[config.mk]
export PLATFORM = sky130hd
export DESIGN_NAME = cam_cfg_seq
export DESIGN_NICKNAME = d
export VERILOG_FILES = /design/src/rtl/cam_cfg_pkg.sv /design/src/rtl/cam_cfg_timer.sv /design/src/rtl/cam_cfg_seq.sv
export SDC_FILE = /design/constraint.sdc
export NUM_CORES = 1
export LEC_CHECK = 0
export ABC_AREA = 0
export BUFFER_PORTS_ARGS = -buffer_cell sky130_fd_sc_hd__clkbuf_2
export CAP_MARGIN = 30
export CORE_ASPECT_RATIO = 1.25
export CORE_MARGIN = 1.5
export CORE_UTILIZATION = 35
export DETAILED_ROUTE_END_ITERATION = 10
export GPL_TIMING_DRIVEN = 0
export PLACE_DENSITY = 0.64
export SLEW_MARGIN = 20
export SYNTH_ARGS = -nofsm -noshare
export SYNTH_HDL_FRONTEND = slang
export SYNTH_SLANG_ARGS = --single-unit
[constraint.sdc]
create_clock -name clk -period 4.2 [get_ports clk]
set_input_delay 0 -clock clk [delete_from_list [all_inputs] [get_ports clk]]
set_output_delay 0 -clock clk [all_outputs]
set_load 0.005 [all_outputs]
[src/rtl/cam_cfg_pkg.sv]
// Shared types and sizing for the camera bring-up sequencer.
// The S_VERIFY state exists only when CAM_CFG_VERIFY_EN is defined.
package cam_cfg_pkg;

   typedef enum logic [3:0] {
      S_PWDN,
      S_RST,
      S_SETTLE,
      S_FETCH,
      S_EXEC,
      S_WAIT,
`ifdef CAM_CFG_VERIFY_EN
      S_VERIFY,
`endif
      S_DELAY,
      S_NEXT,
      S_DONE,
      S_ERR
   } cam_cfg_state_t;

   localparam logic [15:0] DELAY_ADDR_DEF = 16'hFFFF;

   // Counter width covering every power-up phase and the longest delay entry.
   function automatic int cnt_width(input int pwdn, input int rst, input int settle,
                                    input int unit);
      int m;
      m = 255 * unit;
      if (pwdn > m)   m = pwdn;
      if (rst > m)    m = rst;
      if (settle > m) m = settle;
      return (m < 2) ? 1 : $clog2(m + 1);
   endfunction

   localparam int CNT_W = cnt_width(5000, 1000, 20000, 1000);

endpackage

[src/rtl/cam_cfg_timer.sv]
// Loadable down-counter with a zero flag; it counts down on its own until it
// reaches zero, and a load always takes priority.
module cam_cfg_timer #(
   parameter int W = 18
) (
   input  logic         clk,
   input  logic         rst_n,
   input  logic         load_i,
   input  logic [W-1:0] val_i,
   output logic         zero_o
);

   logic [W-1:0] cnt_q, cnt_d;

   always_comb begin
      cnt_d = cnt_q;
      if (load_i)
         cnt_d = val_i;
      else if (cnt_q != '0)
         cnt_d = cnt_q - W'(1);
   end

   always_ff @(posedge clk or negedge rst_n) begin
      if (!rst_n) cnt_q <= '0;
      else        cnt_q <= cnt_d;
   end

   assign zero_o = (cnt_q == '0);

endmodule

[src/rtl/cam_cfg_seq.sv]
// Camera bring-up sequencer: timed power-up, then one I2C write per table entry.
// Define CAM_CFG_VERIFY_EN to add a read-back check after every write.
module cam_cfg_seq
   import cam_cfg_pkg::*;
#(
   parameter int          ADDR_W     = 16,
   parameter int          TBL_DEPTH  = 256,
   parameter logic [15:0] DELAY_ADDR = DELAY_ADDR_DEF,
   parameter int          DELAY_UNIT = 1000,
   parameter int          PWDN_CYC   = 5000,
   parameter int          RST_CYC    = 1000,
   parameter int          SETTLE_CYC = 20000,
   parameter int          MAX_RETRY  = 3,
   localparam int         TBL_AW     = $clog2(TBL_DEPTH)
) (
   input  logic              clk,
   input  logic              rst_n,
   input  logic              restart,
   output logic [TBL_AW-1:0] tbl_idx,
   input  logic [ADDR_W+7:0] tbl_entry,
   input  logic              tbl_last,
   output logic              i2c_exec,
   output logic              i2c_rh_wl,
   output logic [ADDR_W-1:0] i2c_addr,
   output logic [7:0]        i2c_data_w,
   input  logic [7:0]        i2c_data_r,
   input  logic              i2c_done,
   input  logic              i2c_ack,
   output logic              cam_pwdn,
   output logic              cam_rst_n,
   output logic              init_done,
   output logic              cfg_err,
   output logic [TBL_AW-1:0] err_idx,
   output logic [3:0]        dbg_state
);

   localparam int CW = cnt_width(PWDN_CYC, RST_CYC, SETTLE_CYC, DELAY_UNIT);
   localparam int RW = (MAX_RETRY < 1) ? 1 : $clog2(MAX_RETRY + 1);
   localparam logic [ADDR_W-1:0] DLY_A   = DELAY_ADDR[ADDR_W-1:0];
   // PWDN spends one cycle arming the timer, hence the extra -1.
   localparam logic [CW-1:0]     PWDN_LD = CW'(PWDN_CYC - 2);
   localparam logic [CW-1:0]     RST_LD  = CW'(RST_CYC - 1);
   localparam logic [CW-1:0]     SET_LD  = CW'(SETTLE_CYC - 1);

   cam_cfg_state_t    state_q, state_d;
   logic [TBL_AW-1:0] idx_q, idx_d, err_idx_q, err_idx_d;
   logic              exec_q, exec_d, done_q, done_d, err_q, err_d, arm_q, arm_d;
   logic [ADDR_W-1:0] addr_q, addr_d;
   logic [7:0]        dat_q, dat_d;
   logic [RW-1:0]     retry_q, retry_d;
   logic              tmr_load, tmr_zero;
   logic [CW-1:0]     tmr_val;
   logic [ADDR_W-1:0] ent_addr;
   logic [7:0]        ent_data;
   logic              retry_ok, is_last;
`ifdef CAM_CFG_VERIFY_EN
   logic              rh_wl_q, rh_wl_d, vrd_q, vrd_d;
`endif

   assign ent_addr = tbl_entry[ADDR_W+7:8];
   assign ent_data = tbl_entry[7:0];
   assign retry_ok = (retry_q < RW'(MAX_RETRY));
   // Never wrap the index, even if the ROM forgets to flag its last entry.
   assign is_last  = tbl_last || (idx_q == TBL_AW'(TBL_DEPTH - 1));

   cam_cfg_timer #(.W(CW)) u_timer (
      .clk    (clk),
      .rst_n  (rst_n),
      .load_i (tmr_load),
      .val_i  (tmr_val),
      .zero_o (tmr_zero)
   );

   always_comb begin
      state_d   = state_q;
      idx_d     = idx_q;
      exec_d    = 1'b0;
      addr_d    = addr_q;
      dat_d     = dat_q;
      done_d    = done_q;
      err_d     = err_q;
      err_idx_d = err_idx_q;
      retry_d   = retry_q;
      arm_d     = arm_q;
      tmr_load  = 1'b0;
      tmr_val   = '0;
`ifdef CAM_CFG_VERIFY_EN
      rh_wl_d   = rh_wl_q;
      vrd_d     = vrd_q;
`endif
      if (restart) begin
         state_d   = S_PWDN;
         idx_d     = '0;
         done_d    = 1'b0;
         err_d     = 1'b0;
         err_idx_d = '0;
         retry_d   = '0;
         arm_d     = 1'b0;
         tmr_load  = 1'b1;
`ifdef CAM_CFG_VERIFY_EN
         rh_wl_d   = 1'b0;
         vrd_d     = 1'b0;
`endif
      end else begin
         case (state_q)
            S_PWDN: begin
               if (!arm_q) begin
                  arm_d    = 1'b1;
                  tmr_load = 1'b1;
                  tmr_val  = PWDN_LD;
               end else if (tmr_zero) begin
                  state_d  = S_RST;
                  tmr_load = 1'b1;
                  tmr_val  = RST_LD;
               end
            end
            S_RST: if (tmr_zero) begin
               state_d  = S_SETTLE;
               tmr_load = 1'b1;
               tmr_val  = SET_LD;
            end
            S_SETTLE: if (tmr_zero) state_d = S_FETCH;
            S_FETCH: begin
               if (ent_addr == DLY_A) begin
                  if (ent_data == 8'd0) begin
                     state_d = S_NEXT;
                  end else begin
                     state_d  = S_DELAY;
                     tmr_load = 1'b1;
                     tmr_val  = (CW'(ent_data) * CW'(DELAY_UNIT)) - CW'(1);
                  end
               end else begin
                  addr_d  = ent_addr;
                  dat_d   = ent_data;
                  state_d = S_EXEC;
`ifdef CAM_CFG_VERIFY_EN
                  rh_wl_d = 1'b0;
`endif
               end
            end
            S_EXEC: begin
               exec_d  = 1'b1;
               state_d = S_WAIT;
            end
            S_WAIT: if (i2c_done) begin
               if (!i2c_ack) begin
`ifdef CAM_CFG_VERIFY_EN
                  state_d = S_VERIFY;
                  rh_wl_d = 1'b1;
                  vrd_d   = 1'b0;
`else
                  state_d = S_NEXT;
`endif
               end else if (retry_ok) begin
                  retry_d = retry_q + RW'(1);
                  state_d = S_EXEC;
               end else begin
                  err_idx_d = idx_q;
                  err_d     = 1'b1;
                  done_d    = 1'b0;
                  state_d   = S_ERR;
               end
            end
`ifdef CAM_CFG_VERIFY_EN
            // First cycle issues the read; afterwards wait for its completion.
            S_VERIFY: begin
               if (!vrd_q) begin
                  exec_d = 1'b1;
                  vrd_d  = 1'b1;
               end else if (i2c_done) begin
                  vrd_d   = 1'b0;
                  rh_wl_d = 1'b0;
                  if (!i2c_ack && (i2c_data_r == dat_q)) begin
                     state_d = S_NEXT;
                  end else if (retry_ok) begin
                     retry_d = retry_q + RW'(1);
                     state_d = S_EXEC;
                  end else begin
                     err_idx_d = idx_q;
                     err_d     = 1'b1;
                     done_d    = 1'b0;
                     state_d   = S_ERR;
                  end
               end
            end
`endif
            S_DELAY: if (tmr_zero) state_d = S_NEXT;
            S_NEXT: begin
               retry_d = '0;
               if (is_last) begin
                  done_d  = 1'b1;
                  state_d = S_DONE;
               end else begin
                  idx_d   = idx_q + TBL_AW'(1);
                  state_d = S_FETCH;
               end
            end
            S_DONE:  state_d = S_DONE;
            S_ERR:   state_d = S_ERR;
            default: state_d = S_PWDN;
         endcase
      end
   end

   always_ff @(posedge clk or negedge rst_n) begin
      if (!rst_n) begin
         state_q   <= S_PWDN;
         idx_q     <= '0;
         exec_q    <= 1'b0;
         addr_q    <= '0;
         dat_q     <= '0;
         done_q    <= 1'b0;
         err_q     <= 1'b0;
         err_idx_q <= '0;
         retry_q   <= '0;
         arm_q     <= 1'b0;
      end else begin
         state_q   <= state_d;
         idx_q     <= idx_d;
         exec_q    <= exec_d;
         addr_q    <= addr_d;
         dat_q     <= dat_d;
         done_q    <= done_d;
         err_q     <= err_d;
         err_idx_q <= err_idx_d;
         retry_q   <= retry_d;
         arm_q     <= arm_d;
      end
   end

`ifdef CAM_CFG_VERIFY_EN
   always_ff @(posedge clk or negedge rst_n) begin
      if (!rst_n) begin
         rh_wl_q <= 1'b0;
         vrd_q   <= 1'b0;
      end else begin
         rh_wl_q <= rh_wl_d;
         vrd_q   <= vrd_d;
      end
   end
   assign i2c_rh_wl = rh_wl_q;
`else
   logic unused_data_r;
   assign unused_data_r = ^i2c_data_r;
   assign i2c_rh_wl     = 1'b0;
`endif

   assign tbl_idx    = idx_q;
   assign i2c_exec   = exec_q;
   assign i2c_addr   = addr_q;
   assign i2c_data_w = dat_q;
   assign cam_pwdn   = (state_q == S_PWDN);
   assign cam_rst_n  = !((state_q == S_PWDN) || (state_q == S_RST));
   assign init_done  = done_q;
   assign cfg_err    = err_q;
   assign err_idx    = err_idx_q;
   assign dbg_state  = state_q;

endmodule

==> summary.md <==
| Metric | Value |
|---|---|
| CORE AREA | 14500 um^2 |
| Worst Max-Slew Pin Slew | 0.659 ns |
| Seq/Total Area, Yosys | 32.4% |
| CP endpoint kind | flop |
| Post-synthesis cell count | 547 |
| Async SR Flop Fraction | 100% |
| Netlist cell types | 66 |
| FF+latch count, synth | 68 |
| Post-synthesis net count | 651 |
| Cell taking the most area after synthesis | dfrtp_1 |
| TritonCTS buffer count | 9 |
| GRT Residual Overflow | 0 |
| Reg-to-reg slack, setup | 1.47 ns |
| Vias/cell | 5.22 |
| Setup TNS | 0 ns |
| # rows | 49 |
| Final Hold Fails | 0 |
| Syn Area/Cell | 9.61 um^2 |
| Initial antenna violation count | 0 |
| Layout Skew | 0.00503 ns |
| Main combinational cell family by area after synthesis | simple AND/OR/NAND/NOR gates |
| Largest net degree at the start of global routing | 52 |
| Routed Antenna Nets | 0 |
| Mux share of post-synthesis cell area | 6.83% |
| P_leak | approximately 3.1 nW |
| Footprint of the multi-input gates | 3420 um^2 |
| Sequential standard cell area | 1700 um^2 |
| Critical path, cell by cell | buf_4 -> fa_2 -> xor2_1 -> ha_1 -> fa_1 -> inv_1 -> fa_1 -> inv_1 -> ha_4 -> and4_4 -> o31a_1 -> or2_4 -> or4b_4 -> o21a_1 -> o21ai_1 -> a21oi_1 |
| Area growth syn-to-layout | 24.1% |
| Die area | 15800 um^2 |
| Commonest non-fill, non-tap cell in the layout | clkbuf_2 |
| Max VDD drop | 309 uV |
| CP top delay family | adder cells |
| Post-Route WL | 12.6 mm |
| Worst EP required | 4.39 ns |
| Most Used Layer, Global Route | met2 |
| Fin util | 44.9% |
| HPWL after detailed placement | about 10 mm |
| PortBufs | 77 |
| Clock transition at path regs | 0.05 ns |
| CP arrival | approximately 4.2 ns |
| Total GRT Usage | 16.9% |
| Die height | 140 um |
| Ys Warns | 0 |
| Top cell type's share of synthesized area | 32.4% |
| Synth Area in Simple Gates | between 10% and 20% |
| Starting Density | 36.2% |
| CTS max path bufs | 2 |
| Status | completed |
| Post-Synth XOR/XNOR Area | just under 7% |
| First-pass GRT wire length | 21.6 mm |
| Fmax | 249 MHz |
| Die W | 113 um |
| Top FF cell, synth | dfrtp_1 |
| Critical Path Source Type | primary input |
| Share of cells above drive strength 1 | 24.4% |
| DP Area | 5910 um^2 |
| Hold Crit Class | primary input to flop |
| Setup Viol. Count Final | 0 |
| Worst setup path category | primary input to flop |
| Top cells by area, synth | dfrtp_1 (32%), ha_1 (11%), fa_1 (8.0%) |
| Via count | between 4000 and 5000 |
| Worst-Skew Late Latency | 0.33 ns |
| Place WS | -0.530 ns |
| CP max stage cell | fa_2 |
| DR iter-0 viols | 200 |
| Htree depth | 3 |
| Crit-path max FO | 10 |
| Met3 Track Usage GR | roughly 2.3% |
| Number of flops mapped to enable cells by yosys | 0 |
| First-pass DRT Iterations | 4 |
| Area of the mapped netlist | 5260 um^2 |
| Post-layout minimum cycle time | 4.02 ns |
| Nets | 762 |
| Routed WL per cell | 15.0 um |
| I/O Pins | 88 |
| # fillers | approximately 1300 |
| Crit-path max cell delay | 0.55 ns |
| Max Cap Viol | 0 |
| Vias in the first global route | 4518 |
| Clk sinks | 68 |
| TritonCTS clock tree | yes |
| Design Area, Final | 6530 um^2 |
| Commonest cells after routing, fill and taps aside | clkbuf_2 (71), dfrtp_1 (68), nor2_1 (56) |
| ANT cells | 0 |
| Fin crit share | 95.7% |
| Fin worst setup slack | 0.182 ns |
| Cell at the root of the clock tree | clkbuf_16 |
| DRC errors left | 0 |
| PD cells | 477 nW/um^2 |
| Adder-Cell Fraction of Synth Area | a little under a fifth |
| M1 GR Usage | 19.6% |
| Final GP Congestion | 0.863 |
| Complex-gate fraction of the synthesized area | 11.0% |
| Final max-slew violation count | 0 |
| Worst hold slack | 0.0224 ns |
| CP Buf/Inv Count | 3 |
| Relative slew slack | between 50% and 60% |
| GRT met2 Usage | 30.2% |
-- flip-flops by register name, indices dropped and copies added (netlist names) --
name and cells:
arm_q 1, cfg_err 1, dbg_state 4, err_idx 8, i2c_addr 16, i2c_data_w 8
i2c_exec 1, init_done 1, retry_q 2, tbl_idx 8, u_timer.cnt_q 18
-- metrics by stage --
stage               std cells  power, mW
CTS                       837       2.87
floorplan                 547       1.82
global placement          802       2.10
finish                    841       3.11
detailed placement        804       2.13
global route              841       3.36
-- repair_timing --
item | CTS | global route
endpoints found under the hold margin | 84 | 2
buffers inserted | 1 | 2
pin swaps | 1 | 9
resized for setup | 6 | 33
endpoints found under the setup margin | 3 | 4
hold buffers | 17 | 2
-- cell type report --
cell class              count  share of cell area, %
inverters                  47                   2.70
clock buffers               9                   3.45
clock inverters             7                  0.671
well taps                 178                   3.41
repair buffers            102                   10.0
multi-input cells         410                   52.4
flip-flops and latches     68                   26.1
plain buffers              20                   1.25
-- layer usage --
metal	vias to the layer above	share of wire [%]
li1	2129	-
met1	2121	41
met2	111	53
met3	26	3.6
met4	0	2.4
met5	-	0
-- cell families after synthesis --
kind of cell | Yosys count
AOI/OAI and AO/OA | 90
other | 1
muxes | 33
xor gates and xnor gates | 41
adders and majority gates | 66
DFF | 68
and+or+nand+nor | 179
buffers and inverters | 69
-- synth_stat cells, drive strengths merged, types with 2 or more instances --
cell type,instances
dfrtp,68
nor2,56
inv,47
ha,45
a21oi,37
nand2,27
mux2,23
nor3,22
xnor2,22
fa,21
clkbuf,19
xor2,19
mux2i,10
o21ai,9
and3,8
nand4,8
nand2b,7
nor4,7
and2,6
nand3,6
or2,6
or3,6
or4,6
nor4b,5
o21a,5
o22a,5
a211oi,4
a31oi,4
a2111oi,3
a21boi,3
a22oi,3
buf,3
o21bai,3
and4,2
nand4b,2
o211ai,2
o22ai,2
o31ai,2
-- power by group --
| part | switching [mW] | internal [mW] | total (mW) |
|---|---|---|---|
| registers | 0.0306 | 0.688 | 0.719 |
| logic | 0.908 | 0.817 | 1.72 |
| clock network | 0.275 | 0.395 | 0.670 |
-- path summary, 6_finish.rpt --
check,from,end,depth (start not counted)
worst max register to register,dbg_state[2]$_DFFE_PN0P_,i2c_addr[11]$_DFFE_PN0P_,5
max in group asynchronous,rst_n,i2c_addr[1]$_DFFE_PN0P_,3
min in group asynchronous,rst_n,retry_q[1]$_DFFE_PN0P_,2
worst min register to register,i2c_data_w[3]$_DFFE_PN0P_,i2c_data_w[3]$_DFFE_PN0P_,1
worst min-delay path,tbl_entry[0],i2c_data_w[0]$_DFFE_PN0P_,2
worst max-delay path,tbl_entry[0],u_timer.cnt_q[15]$_DFFE_PN0P_,16
Note: power is estimated with default switching activity, not from simulation.
